[src/rtl/blk_0fdb73.sv]
// Restoring sequential divider: 14-bit dividend / 6-bit divisor -> 8-bit quotient, 6-bit remainder.
// One quotient bit per enabled cycle, valid/ready on both sides, global ce stall.
module blk_0fdb73 #(
    parameter int DIVIDEND_W = 14,
    parameter int DIVISOR_W  = 6,
    parameter int QUOT_W     = 8
) (
    input  logic                  clk,
    input  logic                  reset_n,
    input  logic                  ce,
    input  logic                  in_valid,
    output logic                  in_ready,
    input  logic [DIVIDEND_W-1:0] a,
    input  logic [DIVISOR_W-1:0]  b,
    output logic                  out_valid,
    input  logic                  out_ready,
    output logic [QUOT_W-1:0]     q,
    output logic [DIVISOR_W-1:0]  r,
    output logic                  ovf,
    output logic                  dbz
);

    // state  | meaning
    // S_IDLE | ready for a new operand pair
    // S_CALC | shifting one dividend bit per enabled edge
    // S_DONE | result presented, waiting for out_ready
    typedef enum logic [1:0] {S_IDLE, S_CALC, S_DONE} state_t;

    localparam int CNT_W = (QUOT_W > 1) ? $clog2(QUOT_W) : 1;
    localparam int EXT_W = DIVIDEND_W + DIVISOR_W + QUOT_W;

    state_t                state_q, state_d;
    logic [CNT_W-1:0]      cnt_q, cnt_d;
    logic [QUOT_W-1:0]     dvd_q, dvd_d;
    logic [DIVISOR_W-1:0]  div_q, div_d;
    logic [DIVISOR_W-1:0]  rem_q, rem_d;
    logic [QUOT_W-1:0]     quo_q, quo_d;
    logic [QUOT_W-1:0]     q_q, q_d;
    logic [DIVISOR_W-1:0]  r_q, r_d;
    logic                  ovf_q, ovf_d;
    logic                  dbz_q, dbz_d;

    logic [DIVISOR_W:0]    trial;
    logic [DIVISOR_W+1:0]  sub;
    logic                  nonneg;
    logic [DIVISOR_W-1:0]  rem_nxt;
    logic [QUOT_W-1:0]     quo_nxt;
    logic [EXT_W-1:0]      a_ext;
    logic [EXT_W-1:0]      b_sh;
    logic                  unused_bits;

    // Subtraction carries one extra bit so the borrow decides the quotient bit.
    assign trial       = {rem_q, dvd_q[QUOT_W-1]};
    assign sub         = {1'b0, trial} - {2'b00, div_q};
    assign nonneg      = ~sub[DIVISOR_W+1];
    assign rem_nxt     = nonneg ? sub[DIVISOR_W-1:0] : trial[DIVISOR_W-1:0];
    assign quo_nxt     = {quo_q[QUOT_W-2:0], nonneg};
    assign unused_bits = ^{sub[DIVISOR_W], trial[DIVISOR_W]};

    assign a_ext = EXT_W'(a);
    assign b_sh  = EXT_W'(b) << QUOT_W;

    always_comb begin
        state_d = state_q;
        cnt_d   = cnt_q;
        dvd_d   = dvd_q;
        div_d   = div_q;
        rem_d   = rem_q;
        quo_d   = quo_q;
        q_d     = q_q;
        r_d     = r_q;
        ovf_d   = ovf_q;
        dbz_d   = dbz_q;
        if (ce) begin
            case (state_q)
                S_IDLE: begin
                    if (in_valid) begin
                        div_d = b;
                        if (b == '0) begin
                            q_d     = '1;
                            r_d     = '0;
                            dbz_d   = 1'b1;
                            ovf_d   = 1'b0;
                            state_d = S_DONE;
                        end else if (a_ext >= b_sh) begin
                            q_d     = '1;
                            r_d     = '0;
                            dbz_d   = 1'b0;
                            ovf_d   = 1'b1;
                            state_d = S_DONE;
                        end else begin
                            // a < b<<QUOT_W, so the bits above the quotient span are already < b.
                            rem_d   = DIVISOR_W'(a >> QUOT_W);
                            dvd_d   = a[QUOT_W-1:0];
                            quo_d   = '0;
                            cnt_d   = CNT_W'(QUOT_W - 1);
                            state_d = S_CALC;
                        end
                    end
                end
                S_CALC: begin
                    dvd_d = dvd_q << 1;
                    rem_d = rem_nxt;
                    quo_d = quo_nxt;
                    cnt_d = cnt_q - 1'b1;
                    if (cnt_q == '0) begin
                        q_d     = quo_nxt;
                        r_d     = rem_nxt;
                        ovf_d   = 1'b0;
                        dbz_d   = 1'b0;
                        state_d = S_DONE;
                    end
                end
                S_DONE: begin
                    if (out_ready) state_d = S_IDLE;
                end
                default: state_d = S_IDLE;
            endcase
        end
    end

    always_ff @(posedge clk) begin
        if (!reset_n) begin
            state_q <= S_IDLE;
            cnt_q   <= '0;
            dvd_q   <= '0;
            div_q   <= '0;
            rem_q   <= '0;
            quo_q   <= '0;
            q_q     <= '0;
            r_q     <= '0;
            ovf_q   <= 1'b0;
            dbz_q   <= 1'b0;
        end else begin
            state_q <= state_d;
            cnt_q   <= cnt_d;
            dvd_q   <= dvd_d;
            div_q   <= div_d;
            rem_q   <= rem_d;
            quo_q   <= quo_d;
            q_q     <= q_d;
            r_q     <= r_d;
            ovf_q   <= ovf_d;
            dbz_q   <= dbz_d;
        end
    end

    assign in_ready  = (state_q == S_IDLE);
    assign out_valid = (state_q == S_DONE);
    assign q         = q_q;
    assign r         = r_q;
    assign ovf       = ovf_q;
    assign dbz       = dbz_q;

endmodule

[config.mk]
export PLATFORM = sky130hd
export DESIGN_NAME = blk_0fdb73
export DESIGN_NICKNAME = d
export VERILOG_FILES = /design/src/rtl/blk_0fdb73.sv
export SDC_FILE = /design/constraint.sdc
export NUM_CORES = 1
export LEC_CHECK = 0
export BUFFER_PORTS_ARGS = -buffer_cell sky130_fd_sc_hd__buf_2
export CORE_MARGIN = 2
export CORE_UTILIZATION = 25
export CTS_CLUSTER_DIAMETER = 120
export CTS_CLUSTER_SIZE = 8
export DETAILED_ROUTE_END_ITERATION = 8
export GPL_ROUTABILITY_DRIVEN = 0
export SYNTH_ARGS = -nofsm -noshare
export SYNTH_HDL_FRONTEND = slang
export SYNTH_SLANG_ARGS = --single-unit
[constraint.sdc]
create_clock -name clk -period 2.8 [get_ports clk]
set_input_delay 0.14 -clock clk [delete_from_list [all_inputs] [get_ports clk]]
set_output_delay 0.14 -clock clk [all_outputs]
set_load 0.01 [all_outputs]
==> flow_summary.yaml, run 1 <==
status:
  outcome: "finished clean"
cells_and_area:
  layout-drive-gt1-share_pct: 24.1
  seqCellArea_um2: 961
  nets: 377
  fillerInstances: 1164
  antenna_cells: 0
  fin_area_mm2: 0.00314
  final_cells: 476
  syn2layout_area_growth_pct: 14.1
  multiInputGateArea_mm2: 0.00157
grt:
  grt_pass1_vias: 2428
  grt_use_total_pct: 13.2
  grt_max_degree: 48
  overflow: 0
  grt_pass1_wl_mm: 12.3
  antenna_found_initial: 0
yosys:
  syn_avg_cell_area_um2: 9.13
  yosys_warnings: 0
  synth_common_cells: "dfxtp_1, a21oi_1, nand2_1, nor3_1, inv_1"
  ys.flop_type: "dfxtp_1"
  synth.most_common_cell: "dfxtp_1"
  seq_area_frac_synth_pct: 34.9
  yosys.area.top_type: "dfxtp_1"
  synth_seq_cells: 48
  yosys-top-cells-area: "dfxtp_1, ha_1, a311oi_2"
  yosys.area.top_type_share_pct: 34.9
  synth_fp_nets: 342
  synth_edf_count: 0
  syn_inst: 302
  ys_types: 64
  syn_area_mm2: 0.00276
  async_reset_ff_share_pct: 0
critical_path:
  worstPathMaxFanout: 15
  worstSetupStartpointType: "register"
  cp.required_ns: 3.01
  critPathCaptureType: "register"
  crit_type: "register to register"
  critical_path_arrival_ns: 2.56
clocking:
  clock-root-buffer: "clkbuf_8"
  clk_pin_slew_worst_paths_ns: 0.08
  clk_latency_ns: 0.30
  hold_buffers: 0
  cts.sinks: 48
  cts_buffers: 5
  ctsHtreeMaxLevel: 2
  cts_buffer_depth: 2
  cts_setup_buffers: 0
  cts_tree: "built"
  post_cts_resized: 0
detailed_routing:
  met3_length_um: 369
  wl_met2_mm: 3.20
  first_pass_iters: 4
  drc: 0
  wirelength_mm: 7.39
  vias_per_cell: 5.04
  dr_total_vias: 2401
  wl_met1_mm: 3.70
  avgRoutedWirePerCell_um: 15.5
  highest_layer: "met4"
  ant_nets: 0
  drt_iter0_drc: 177
power:
  switching_share_pct: 32.4
  power.density_mw_per_mm2: 571
  combPwrFrac_pct: 29.1
  intPower_mw: 1.21
  totalPowerFinal_mw: 1.79
  p_leak_nw: 1.19
  vdd_drop_max_mv: 0.248
  power_frac_seq_pct: 44.0
  power.switching_mw: 0.582
  clock_power_share_pct: 26.9
sta:
  fin_skew_ns: 0.00786
  final.setup.tns_ns: 0
  slew_violations: 0
  setup_viol: 0
  fin_crit_sh_pct: 84.0
  finalHoldViolations: 0
  min_period_ns: 2.35
  max_freq_ghz: 0.425
  relSlewSlack_pct: 28.0
  rsz0062_at_grt: "false"
  hold_slack_ns: 0.0999
  tightest_slew_ns: 1.08
die:
  rows: 38
  die_width_um: 109
  core_mm2: 0.0108
  dieArea_mm2: 0.0119
  pin_count: 43
  start_util_pct: 25.5
  die_h_um: 109
placement:
  placed_cells: 470
  place_area_mm2: 0.00305
  port_buffers: 42
  dp_hpwl_mm: 5.45
min_path:
  hp-class: "input pin to register"
run:
  cap_violations: 0
[sequential cells by signal, indices dropped and copies added (netlist names)]
name     count
ovf          1
dvd_q        8
q            8
rem_q        6
div_q        6
r            6
dbz          1
state_q      2
quo_q        7
cnt_q        3
[worst max-delay path, stage by stage, from the launching register on]
cell	delay [ns]
dfxtp_1	0.69
mux2_1	0.22
o21ai_1	0.10
nor2_1	0.84
a21oi_1	0.18
a211oi_1	0.24
[worst paths after layout]
check / startpoint / end / slack (ns) / depth (start not counted)
hold reg to reg: quo_q[6] / quo_q[6] / 0.47 / 2
setup / recovery: state_q[0] / q[0] / 0.45 / 5
setup reg to reg: state_q[0] / q[0] / 0.45 / 5
hold / removal: reset_n / state_q[1] / 0.1 / 2
[cell usage in the layout, fill, tap and decap left out, drive strengths merged, types with 2 or more instances in the layout]
master  instances
buf            49
dfxtp          48
a21oi          26
nor3           24
nand2          23
inv            21
nor2           16
a311oi         16
ha             14
a211oi         11
nand3           9
o211ai          9
nor4            8
a22oi           6
mux2i           6
o21ai           6
clkbuf          5
nor2b           5
a21o            2
o21a            2
nand2b          2
or2             2
[kinds of logic after synthesis]
logic type                 count (synthesis)  share of synthesized area, %
AOI/OAI and AO/OA                         89                          27.2
muxes                                      7                          2.59
xor gates and xnor gates                   2                         0.636
and+or+nand+nor                           99                          19.3
adders and majority gates                 15                          7.08
buffers and inverters                     42                          8.26
DFF                                       48                          34.9
[power groups by stage]
stage	sequential (mW)	combinational (mW)	clock, mW
after floorplan	0.796	0.393	0
after detailed placement	0.805	0.520	0
after global routing	0.797	0.585	0.519
after CTS	0.790	0.521	0.494
final	0.790	0.522	0.483
after global placement	0.805	0.506	0
[layout make-up]
type | instances | area share (%)
clock inverters | 1 | 0.955
inverters | 21 | 2.51
clock buffers | 5 | 2.19
multi-input cells | 212 | 49.9
well taps | 140 | 5.57
repair buffers | 49 | 8.36
flip-flops and latches | 48 | 30.6
[per-layer routing]
metal / vias up / global-route usage, %
li1: 1187 / -
met1: 1140 / 19.5
met2: 64 / 19.3
met3: 10 / 2.51
met4: 0 / 3.75
met5: - / 0
[stage by stage]
| step | setup slack [ns] | utilization [%] |
|---|---|---|
| 2_1_floorplan | 0.816 | - |
| 3_3_place_gp | 0.567 | 28.2 |
| 3_5_place_dp | 0.490 | 28.2 |
| 4_1_cts | 0.471 | 29.1 |
| 5_1_grt | 0.238 | 29.1 |
| 6_report | 0.447 | 29.1 |
(Power assumes the default switching activity.)
==> run 2, diff against run 1 <==
==> constraint.sdc (replaced) <==
create_clock -name clk -period 1.9 [get_ports clk]
set_input_delay 0.095 -clock clk [delete_from_list [all_inputs] [get_ports clk]]
set_output_delay 0.095 -clock clk [all_outputs]
set_load 0.01 [all_outputs]
==> flow_summary.yaml, run 2 (synthesis results as in run 1) <==
grt:
  grt_use_total_pct: 14.0
  grt_pass1_vias: 2624
  antenna_found_initial: 0
  grt_pass1_wl_mm: 13.0
  overflow: 0
  grt_max_degree: 48
power:
  vdd_drop_max_mv: 0.346
  totalPowerFinal_mw: 3.04
  p_leak_nw: 1.51
  power.density_mw_per_mm2: 793
clocking:
  ctsHtreeMaxLevel: 2
  cts_buffers: 5
  cts.sinks: 48
  clk_latency_ns: 0.31
  clock-root-buffer: "clkbuf_8"
  cts_tree: "built"
  cts_buffer_depth: 2
  clk_pin_slew_worst_paths_ns: 0.10
sta:
  fin_ws_ns: -0.0141
  fin_crit_sh_pct: 101
  min_period_ns: 1.91
  hold_slack_ns: 0.0231
  relSlewSlack_pct: 61.3
  max_freq_ghz: 0.522
  tightest_slew_ns: 0.581
  fin_skew_ns: 0.00794
  finalHoldViolations: 0
  setup_viol: 2
  slew_violations: 0
  rsz0062_at_grt: "true"
critical_path:
  startpoint: "div_q[0]"
  worstSetupStartpointType: "register"
  r2r-end: "rem_q[4]"
  worstPathMaxFanout: 2
  critPathCaptureType: "register"
  crit_type: "register to register"
  ff2ff_setup_slack_ns: -0.01
  reg2regPathDepth: 8
  cp.required_ns: 2.12
  crit_path_end: "rem_q[4]"
  r2r-start: "div_q[0]"
  critical_path_arrival_ns: 2.13
placement:
  dp_hpwl_mm: 5.82
  place_area_mm2: 0.00343
  placed_cells: 515
  port_buffers: 42
status:
  violations: "negative setup slack"
  outcome: "complete, but fails checks"
cells_and_area:
  final_cells: 532
  syn2layout_area_growth_pct: 39.0
  final_common_cell: "buf_4"
  antenna_cells: 0
  layout-drive-gt1-share_pct: 45.7
  nets: 431
  layout_common_cells: "buf_4, buf_2, dfxtp_1"
  fillerInstances: 1094
  fin_area_mm2: 0.00383
  post-route-util_pct: 35.5
die:
  rows: 38
  core_mm2: 0.0108
  dieArea_mm2: 0.0119
  pin_count: 43
  start_util_pct: 25.5
  die_width_um: 109
  die_h_um: 109
detailed_routing:
  drc: 0
  dr_total_vias: 2666
  avgRoutedWirePerCell_um: 15.3
  vias_per_cell: 5.01
  wirelength_mm: 8.12
  first_pass_iters: 4
  ant_nets: 0
  drt_iter0_drc: 105
min_path:
  hp-class: "input pin to register"
run:
  cap_violations: 0
-- run 2: stage by stage --
step | setup slack (ns) | TNS, ns
after global routing | -0.0883 | -0.392
after floorplan | 0.0124 | 0
after detailed placement | -0.244 | -7.64
after global placement | -0.189 | -6.52
final | -0.0141 | -0.0165
after CTS | 0.000552 | 0
-- run 2: layout make-up --
class	instances	area (um2)	share of cell area, %
flip-flops and latches	48	973	25.4
multi-input cells	212	1780	46.5
well taps	140	175	4.57
repair buffers	103	708	18.5
clock inverters	3	46.3	1.21
inverters	21	78.8	2.06
clock buffers	5	68.8	1.80
-- run 2: timing repair --
action / 4_1_cts / 5_1_grt
endpoints found under the setup margin: 29 / 26
resized for setup: 34 / 21
hold buffers: 0 / 0
buffers inserted: 3 / 7
pin swaps: 11 / 22
-- run 2: worst min-delay path by stage --
stage                     slack (ns)          to  startpoint  cells after the start
after detailed placement        0.35  state_q[1]     reset_n                      2
after floorplan                 0.23  state_q[1]     reset_n                      1
after global placement          0.34  state_q[1]     reset_n                      2
after global routing            0.02  state_q[1]     reset_n                      2
final                           0.02  state_q[1]     reset_n                      2
after CTS                       0.03  state_q[1]     reset_n                      2
-- run 2: layer usage --
| metal | global-route usage (%) | share of wire (%) | vias up |
|---|---|---|---|
| li1 | - | - | 1302 |
| met1 | 19.6 | 48 | 1274 |
| met2 | 21.6 | 45 | 80 |
| met3 | 2.81 | 5.9 | 10 |
| met4 | 4.30 | 1.6 | 0 |
| met5 | 0 | 0 | - |
-- run 2: critical path, cell delays in order (launching register included) --
cell and delay, ns:
dfxtp_4 0.38, ha_4 0.15, inv_2 0.04, fa_2 0.38
a21o_1 0.20, a21oi_2 0.13, xnor2_1 0.16, a22oi_2 0.10
a311oi_1 0.28
-- run 2: where the power goes --
group	leakage (nW)	internal (mW)	switching (mW)
Combinational	1.06	0.536	0.566
Sequential	0.396	1.10	0.0694
Clock	0.0548	0.397	0.374
Total	1.51	2.03	1.01
==> run 3, diff against run 2 <==
--- a/config.mk
+++ b/config.mk
@@ -9,9 +9,9 @@
 export CORE_MARGIN = 2
 export CORE_UTILIZATION = 25
 export CTS_CLUSTER_DIAMETER = 120
-export CTS_CLUSTER_SIZE = 8
 export DETAILED_ROUTE_END_ITERATION = 8
 export GPL_ROUTABILITY_DRIVEN = 0
 export SYNTH_ARGS = -nofsm -noshare
 export SYNTH_HDL_FRONTEND = slang
 export SYNTH_SLANG_ARGS = --single-unit
+export TNS_END_PERCENT = 1
==> flow_summary.yaml, run 3 (synthesis results as in run 1) <==
status:
  outcome: "complete, but fails checks"
  violations: "negative setup slack"
die:
  dieArea_mm2: 0.0119
  die_width_um: 109
  pin_count: 43
  start_util_pct: 25.5
  die_h_um: 109
  rows: 38
  core_mm2: 0.0108
clocking:
  cts_buffers: 5
  cts.sinks: 48
  cts_tree: "built"
  clk_latency_ns: 0.30
  hold_buffers: 0
  cts_buffer_depth: 2
  clk_pin_slew_worst_paths_ns: 0.09
  ctsHtreeMaxLevel: 2
  clock-root-buffer: "clkbuf_8"
sta:
  min_period_ns: 1.92
  fin_ws_ns: -0.0218
  relSlewSlack_pct: 57.1
  setup_viol: 2
  max_freq_ghz: 0.520
  fin_skew_ns: 0.00614
  slew_violations: 0
  finalHoldViolations: 0
  rsz0062_at_grt: "true"
  fin_crit_sh_pct: 101
  tightest_slew_ns: 0.643
cells_and_area:
  layout-drive-gt1-share_pct: 46.7
  final_common_cell: "buf_4"
  antenna_cells: 0
  syn2layout_area_growth_pct: 39.2
  fillerInstances: 1086
  post-route-util_pct: 35.6
  fin_area_mm2: 0.00384
  layout_common_cells: "buf_4, dfxtp_1, buf_2"
  nets: 432
  final_cells: 532
placement:
  place_area_mm2: 0.00346
  dp_hpwl_mm: 5.97
  placed_cells: 518
  port_buffers: 42
detailed_routing:
  first_pass_iters: 4
  dr_total_vias: 2658
  wirelength_mm: 8.34
  avgRoutedWirePerCell_um: 15.7
  vias_per_cell: 5.00
  drc: 0
  ant_nets: 0
  drt_iter0_drc: 140
power:
  vdd_drop_max_mv: 0.297
  power.density_mw_per_mm2: 754
  power_frac_seq_pct: 40.0
  combPwrFrac_pct: 39.6
  power.switching_mw: 0.991
  switching_share_pct: 34.3
  totalPowerFinal_mw: 2.89
  intPower_mw: 1.90
  clock_power_share_pct: 20.4
  p_leak_nw: 1.52
min_path:
  hp-class: "input pin to register"
grt:
  grt_use_total_pct: 14.4
  grt_max_degree: 48
  overflow: 0
  grt_pass1_wl_mm: 13.4
  antenna_found_initial: 0
  grt_pass1_vias: 2642
run:
  cap_violations: 0
critical_path:
  worstPathMaxFanout: 4
  crit_type: "register to register"
  cp.required_ns: 2.11
  critical_path_arrival_ns: 2.13
  critPathCaptureType: "register"
  worstSetupStartpointType: "register"
==> run 3: what timing repair did <==
action                     4_1_cts  5_1_grt
setup endpoints to repair       30       34
buffers inserted                 5        4
gates resized for setup         23       38
pin swaps                       12       17
==> run 3: power groups by stage <==
stage | Clock [mW] | Sequential, mW | Combinational [mW]
floorplan | 0 | 1.17 | 0.580
global placement | 0 | 1.17 | 0.942
detailed placement | 0 | 1.17 | 0.965
CTS | 0.619 | 1.15 | 1.04
global route | 0.650 | 1.17 | 1.25
finish | 0.591 | 1.16 | 1.14
==> run 3: area by class of cell <==
cell class	count	area [um2]	share of cell area (%)
Multi-Input combinational cell	212	1780	46.5
Inverter	21	78.8	2.05
Clock inverter	1	5.00	0.130
Clock buffer	6	72.6	1.89
Tap cell	140	175	4.56
Sequential cell	48	968	25.2
Timing Repair Buffer	104	753	19.6
==> run 3: routing by layer <==
| layer | global-route usage, % | wire length, um | up-vias |
|---|---|---|---|
| met3 | 2.15 | 373 | 6 |
| met2 | 22.9 | 3870 | 70 |
| met1 | 20.5 | 4010 | 1284 |
| met4 | 3.39 | 85 | 0 |
| met5 | 0 | 0 | - |
| li1 | - | - | 1298 |
==> run 3: final timing paths <==
kind	startpoint	endpoint	slack (ns)	depth (start not counted)
setup / recovery	div_q[2]	rem_q[4]	-0.02	8
hold reg to reg	cnt_q[0]	cnt_q[0]	0.45	1
setup reg to reg	div_q[2]	rem_q[4]	-0.02	8
hold / removal	reset_n	state_q[1]	0.05	2
==> run 3: through the flow <==
| stage | hold WS [ns] | worst slack (ns) | TNS, ns |
|---|---|---|---|
| 2_1_floorplan | 0.228 | -0.0389 | -0.392 |
| 3_3_place_gp | 0.340 | -0.254 | -8.06 |
| 3_5_place_dp | 0.345 | -0.300 | -8.94 |
| 4_1_cts | 0.0332 | -0.0483 | -0.172 |
| 5_1_grt | 0.0510 | -0.108 | -1.20 |
| 6_report | 0.0466 | -0.0218 | -0.0336 |
==> run 3: critical path: stages, from the launching register on <==
cell and delay [ns]:
dfxtp_2 0.34, inv_2 0.06, ha_4 0.16, or2_4 0.25, o21a_1 0.21, a211oi_4 0.29, buf_4 0.17, a22oi_2 0.08
a311oi_1 0.27
